File: config.mk
export PLATFORM = sky130hd
export DESIGN_NAME = rotary_step_counter
export DESIGN_NICKNAME = d
export VERILOG_FILES = /design/src/rtl/rotary_pkg.sv /design/src/rtl/rotary_edge_dir.sv /design/src/rtl/rotary_step_counter.sv
export SDC_FILE = /design/constraint.sdc
export NUM_CORES = 1
export LEC_CHECK = 0
export CAP_MARGIN = 10
export CORE_ASPECT_RATIO = 1.1
export CORE_MARGIN = 3
export CORE_UTILIZATION = 29
export CTS_CLUSTER_DIAMETER = 40
export DETAILED_ROUTE_END_ITERATION = 7
export PLACE_DENSITY_LB_ADDON = 0.08
export SYNTH_ARGS = -nofsm -noshare
export SYNTH_HDL_FRONTEND = slang
export SYNTH_HIERARCHICAL = 1
export SYNTH_SLANG_ARGS = --single-unit
File: constraint.sdc
create_clock -name clk -period 2.18 [get_ports clk]
set_input_delay 0.218 -clock clk [delete_from_list [all_inputs] [get_ports clk]]
set_output_delay 0.218 -clock clk [all_outputs]
set_load 0.02 [all_outputs]
File: src/rtl/rotary_pkg.sv
// Shared encodings for the rotary step counter: detent direction and lockout FSM states.
package rotary_pkg;

  localparam logic DIR_INC = 1'b1;
  localparam logic DIR_DEC = 1'b0;

  typedef enum logic {
    IDLE = 1'b0,
    HOLD = 1'b1
  } state_t;

endpackage

File: src/rtl/rotary_edge_dir.sv
// Registers the filtered rotation level and the B line, flags rising edges of the
// rotation level and decodes the detent direction from B as it stood one cycle earlier.
module rotary_edge_dir
  import rotary_pkg::*;
(
  input  logic clk,
  input  logic reset,
  input  logic rotation_event,
  input  logic ROT_B,
  output logic rise,
  output logic dir_now
);

  logic ev_q;
  logic b_q;

  always_ff @(posedge clk) begin
    if (reset) begin
      ev_q <= 1'b0;
      b_q  <= 1'b0;
    end else begin
      ev_q <= rotation_event;
      b_q  <= ROT_B;
    end
  end

  assign rise    = rotation_event & ~ev_q;
  // B low at the rising edge means clockwise.
  assign dir_now = b_q ? DIR_DEC : DIR_INC;

endmodule

File: src/rtl/rotary_step_counter.sv
// Turns each accepted rotation detent into a +/-1 step of a wrapping or saturating
// accumulator, with a short lockout after every accepted detent.
module rotary_step_counter
  import rotary_pkg::*;
#(
  parameter int WIDTH   = 7,
  parameter int WRAP    = 1,
  parameter int LOCKOUT = 4,
  parameter int INIT    = 0
) (
  input  logic             clk,
  input  logic             reset,
  input  logic             rotation_event,
  input  logic             ROT_B,
  input  logic             clear,
  input  logic             enable,
  output logic [WIDTH-1:0] value,
  output logic             step,
  output logic             dir
);

  localparam int              CW        = (LOCKOUT > 1) ? $clog2(LOCKOUT) : 1;
  localparam logic [CW-1:0]   LOCK_LOAD = CW'((LOCKOUT > 0) ? LOCKOUT - 1 : 0);
  localparam logic [WIDTH-1:0] MAX_V    = '1;
  localparam logic [WIDTH-1:0] INIT_V   = WIDTH'(INIT);

  logic             rise;
  logic             dir_now;
  state_t           state, state_n;
  logic [CW-1:0]    cnt, cnt_n;
  logic [WIDTH-1:0] value_n;
  logic [WIDTH-1:0] stepped;
  logic             step_n;
  logic             dir_n;
  logic             accept;

  rotary_edge_dir u_edge_dir (
    .clk            (clk),
    .reset          (reset),
    .rotation_event (rotation_event),
    .ROT_B          (ROT_B),
    .rise           (rise),
    .dir_now        (dir_now)
  );

  // Candidate next value for a step in the freshly decoded direction.
  always_comb begin
    stepped = value;
    if (dir_now == DIR_INC) begin
      if (value == MAX_V) stepped = (WRAP != 0) ? '0 : MAX_V;
      else                stepped = value + WIDTH'(1);
    end else begin
      if (value == '0)    stepped = (WRAP != 0) ? MAX_V : '0;
      else                stepped = value - WIDTH'(1);
    end
  end

  always_comb begin
    state_n = state;
    cnt_n   = cnt;
    step_n  = 1'b0;
    dir_n   = dir;
    accept  = 1'b0;
    case (state)
      IDLE: begin
        if (rise) begin
          accept = 1'b1;
          step_n = 1'b1;
          dir_n  = dir_now;
          if (LOCKOUT > 0) begin
            state_n = HOLD;
            cnt_n   = LOCK_LOAD;
          end
        end
      end
      HOLD: begin
        if (cnt == '0) state_n = IDLE;
        else           cnt_n   = cnt - CW'(1);
      end
      default: state_n = IDLE;
    endcase
  end

  // clear only overrides the value; step, dir and the lockout proceed regardless.
  always_comb begin
    value_n = value;
    if (accept && enable) value_n = stepped;
    if (clear)            value_n = INIT_V;
  end

  always_ff @(posedge clk) begin
    if (reset) begin
      state <= IDLE;
      cnt   <= '0;
      value <= INIT_V;
      step  <= 1'b0;
      dir   <= DIR_INC;
    end else begin
      state <= state_n;
      cnt   <= cnt_n;
      value <= value_n;
      step  <= step_n;
      dir   <= dir_n;
    end
  end

endmodule
# Word level (Yosys, flattened, before mapping)
# Index checks and enable logic that the tools add are counted.
[op_classes]
n_addsub = 3
eq_ne = 3
muxes = 11
bitwise_logic = 3
reduce_logical = 6
[op_table]
columns = ["operator", "n"]
rows = [
  ["$mux 7", 3],
  ["$add 7x1->7 const B", 1],
  ["$eq 7x7->1 const B", 1],
  ["$logic_not 7->1", 1],
  ["$sub 7x1->7 const B", 1],
  ["$mux 1", 4],
  ["$mux 2", 2],
  ["$ne 2x2->1 const B", 2],
  ["$pmux 2 s2", 1],
  ["$reduce_and 2->1", 2],
  ["$logic_not 2->1", 1],
  ["$not 1->1", 2],
  ["$pmux 1 s2", 1],
  ["$reduce_or 2->1", 1],
  ["$sub 2x1->2 const B", 1],
  ["$and 1x1->1", 1],
  ["$logic_and 1x1->1", 1],
]
[totals]
ff_bits = 14
output_inout_bits = 9
wordCells = 33

# Logic depth before layout (Yosys ltp)
[logic_depth]
word_depth = 5
mapped_depth = 6
mapped_depth_nobuf = 6

# Hierarchy
# Netlist, hierarchy kept.
[modules_own_cells]
columns = ["module", "n_inst", "cells_each", "area_per_inst_um2", "seq_area_each_um2"]
rows = [
  ["rotary_step_counter", 1, 97, 779.5, 240.2],
  ["rotary_edge_dir", 1, 6, 65.1, 40.0],
]

# Worst setup path after synthesis
# No wires, ideal clock.
[synth_timing]
path_kind = "reg2reg"
from = "register value[5]"
to = "register value[4]"
setup_ns = 0.073
arrival_time_ns = 1.650
t_required_ns = 2.107
path_slack_ns = 0.457
path_stages_with_launch = 6
path_buffers = 1
synth_period_minus_slack_ns = 1.723
cell_sequence = "dfxtp_1 -> buf_6 -> or4_4 -> o31a_1 -> and3_1 -> nor3_2"
[synth_via]
elab_chain_cells = 3
[synth_lines]
columns = ["item", "line", "rtl"]
rows = [
  ["start: declaration", "rotary_step_counter.sv:17", "output logic [WIDTH-1:0] value,"],
  ["start signal: assignment", "rotary_step_counter.sv:101", "value <= value_n;"],
  ["$eq 7x7->1 / $logic_not 7->1 (equally long branches)", "rotary_step_counter.sv:50, rotary_step_counter.sv:53", ""],
  ["$mux 7 (on tied branches)", "rotary_step_counter.sv:50, rotary_step_counter.sv:53", ""],
  ["$mux 7 *", "rotary_step_counter.sv:49", "if (dir_now == DIR_INC) begin"],
]
# Every way passes the cells marked *; elsewhere a longest branch is shown, timed or not.
# A chain may end at the register's enable or synchronous reset.

# Worst setup path after layout
[layout_timing]
from = "register value[3]"
to = "output value[3]"
# No word-level cell between the ends.

==> flow_metrics.env <==
export IMPL_status="completed"
export IMPL_cts_setup_buffers=0
export IMPL_critPathSlowestCell="clkdlybuf4s50_1"
export IMPL_worst_ep_required_time_ps=1960
export IMPL_root_buffer="clkbuf_4"
export IMPL_hold_viol_final=0
export IMPL_clockPowerShare_pct=33.5
export IMPL_syn_area_per_cell_um2=8.20
export IMPL_numCtsBuffers=3
export IMPL_power_density_nw_per_um2=559
export IMPL_stdcell_area_um2=1030
export IMPL_wl_per_cell_um=12.8
export IMPL_min_period_ps=1730
export IMPL_p_leak_nw=0.405
export IMPL_crit_path_start_kind="flop"
export IMPL_p_int_mw=0.421
export IMPL_reg2reg_from="value[5]"
export IMPL_vias=773
export IMPL_yosysSeqAreaShare_pct=33.2
export IMPL_post_cts_resized=0
export IMPL_clock_path_buffers=2
export IMPL_ys_types=42
export IMPL_drc=0
export IMPL_numClockSinks=14
export IMPL_drv_cap=0
export IMPL_path_class="reg2out"
export IMPL_antenna_left=0
export IMPL_synthCells=103
export IMPL_overflow=0
export IMPL_min_to="u_edge_dir/b_q"
export IMPL_nFillCells=268
export IMPL_rsz0062_at_grt="false"
export IMPL_arrival_ps=1510
export IMPL_finalPower_mw=0.577
export IMPL_die_w_um=57.5
export IMPL_crit_path_end_kind="output pin"
export IMPL_drt_total_wl_mm=1.89
export IMPL_clkTransAtPathRegs_ps=90
export IMPL_grt_max_degree=16
export IMPL_first_pass_iters=4
export IMPL_drive_gt1_share_pct=8.62
export IMPL_crit_fanout=11
export IMPL_whs_path_depth=2
export IMPL_syn_nets=113
export IMPL_coreArea_um2=2640
export IMPL_fin_crit_sh_pct=79.1
export IMPL_worstHoldStart="ROT_B"
export IMPL_synth_largest_area_cell="dfxtp_1"
export IMPL_cts_max_level=1
export IMPL_synth_edf_count=0
export IMPL_crit_buf_inv=1
export IMPL_initial_core_util_pct=32.0
export IMPL_clock_skew_ps=0.296
export IMPL_place_area_um2=996
export IMPL_crit_family="buffers and inverters"
export IMPL_synthFlopType="dfxtp_1"
export IMPL_synth_area_um2=845
export IMPL_worstMarginPinSlew_ps=471
export IMPL_synth_most_common_cell="dfxtp_1"
export IMPL_die_area_um2=3600
export IMPL_diodes=0
export IMPL_ios=15
export IMPL_setup_tns_final_ps=0
export IMPL_comb_power_share_pct=17.8
export IMPL_track_usage_pct=11.5
export IMPL_final_max_slew_viol_count=0
export IMPL_yosysWarnings=6
export IMPL_gp_congestion=0.816
export IMPL_ys_ff_latch=14
export IMPL_swShare_pct=27.0
export IMPL_dpl_hpwl_mm=1.43
export IMPL_reg2reg_depth=4
export IMPL_antenna_found_initial=0
export IMPL_cts_hold_buf=0
export IMPL_die_h_um=62.6
export IMPL_pwr_share_seq_pct=48.7
export IMPL_relSlewSlack_pct=68.6
export IMPL_grt_pass1_vias=719
export IMPL_netlist_area_leader_share_pct=33.2
export IMPL_grt_pass1_wl_mm=3.28
export IMPL_fmax_ghz=0.580
export IMPL_nNetsFinal=127
export IMPL_utilization_pct=39.1
export IMPL_slowest_delay_ps=680
export IMPL_area_growth_pct=22.2
export IMPL_power_switching_mw=0.156
export IMPL_clk_latency_ps=280
export IMPL_drt_iter0_markers=13
export IMPL_worst_hold_path_type="in2reg"
export IMPL_synthTopCellsByArea="dfxtp_1 (33%), ha_1 (5.9%), nor2b_1 (5.9%), a21oi_1 (3.6%), nor2_1 (3.6%)"
export IMPL_cp_cell_sequence="clkdlybuf4s50_1"
export IMPL_ys_top_cells_by_count="dfxtp_1 (14), nor2_1 (8), nor2b_1 (8)"
export IMPL_setup_viol=0
export IMPL_vdd_drop_max_uv=428
export IMPL_fp_row_count=19
export IMPL_ff2ff_setup_slack_ps=460
export IMPL_port_buffer_count=14
export IMPL_synthArstFlopShare_pct=0
export IMPL_cts_tree="yes"
export IMPL_regToRegEndpoint="value[4]"
export IMPL_avgViaCountPerCell=5.26
[layer usage]
layer	wire length, um	GRT usage (%)	part of all wire, %
met1	848	13.1	45
met5	0	0	0
met4	14	3.19	0.74
met2	948	19.6	50
met3	76	4.55	4.0
[how the worst max path moves through the flow]
stage | from | to | slack, ps | cells after the start
finish | value[3] | value[3] | 450 | 1
global route | value[5] | value[4] | 320 | 4
CTS | value[3] | value[3] | 430 | 1
detailed placement | rotation_event | value[4] | 390 | 6
global placement | rotation_event | value[4] | 450 | 6
floorplan | value[5] | value[4] | 460 | 5
[power by group through the flow]
stage | clock network (mW) | logic, mW | registers, mW
final | 0.193 | 0.103 | 0.281
after floorplan | 0 | 0.0654 | 0.289
after global routing | 0.213 | 0.116 | 0.283
after detailed placement | 0 | 0.104 | 0.287
after CTS | 0.203 | 0.104 | 0.281
after global placement | 0 | 0.103 | 0.287
[area by class of cell]
| class | instances | area (um^2) | share of cell area, % |
|---|---|---|---|
| Clock buffer | 4 | 36.3 | 3.52 |
| Timing Repair Buffer | 14 | 140 | 13.6 |
| Multi-Input combinational cell | 79 | 518 | 50.2 |
| Sequential cell | 14 | 280 | 27.2 |
| Tap cell | 31 | 38.8 | 3.76 |
| Inverter | 5 | 18.8 | 1.82 |
[layout by cell type (no fill, tap or decap), types with 2 or more instances in the layout]
cell / synthesis / layout
a211oi_1: 2 / 2
a21oi_1: 6 / 6
and2_1: 2 / 2
and3_1: 2 / 2
clkbuf_4: 0 / 3
clkdlybuf4s50_1: 0 / 14
dfxtp_1: 14 / 14
ha_1: 4 / 4
inv_1: 5 / 5
nand2_1: 6 / 6
nand3_1: 3 / 3
nor2_1: 8 / 8
nor2b_1: 8 / 8
nor3_1: 3 / 3
o211ai_1: 2 / 2
o21ai_0: 5 / 5
o31ai_1: 2 / 2
or3_1: 2 / 2
xnor2_1: 2 / 2
[metrics by stage]
step                      hold WS, ps  std cells  setup WS, ps
after floorplan                   290        103           457
after global placement            468        143           447
after detailed placement          474        143           394
after CTS                         468        147           431
after global routing              500        147           320
final                             479        147           455
[cell families after synthesis]
kind of cell | share of synthesized area [%]
and+or+nand+nor | 30.2
AOI/OAI and AO/OA | 21.9
DFF | 33.2
buffers and inverters | 5.48
adders and majority gates | 5.93
xor gates and xnor gates | 2.07
muxes | 1.19
[flip-flops by register name, indices dropped and copies added (netlist names)]
register	count
step	1
value	7
cnt	2
u_edge_dir/ev_q	1
state	1
dir	1
u_edge_dir/b_q	1
Power figures use the tool's default switching activity.
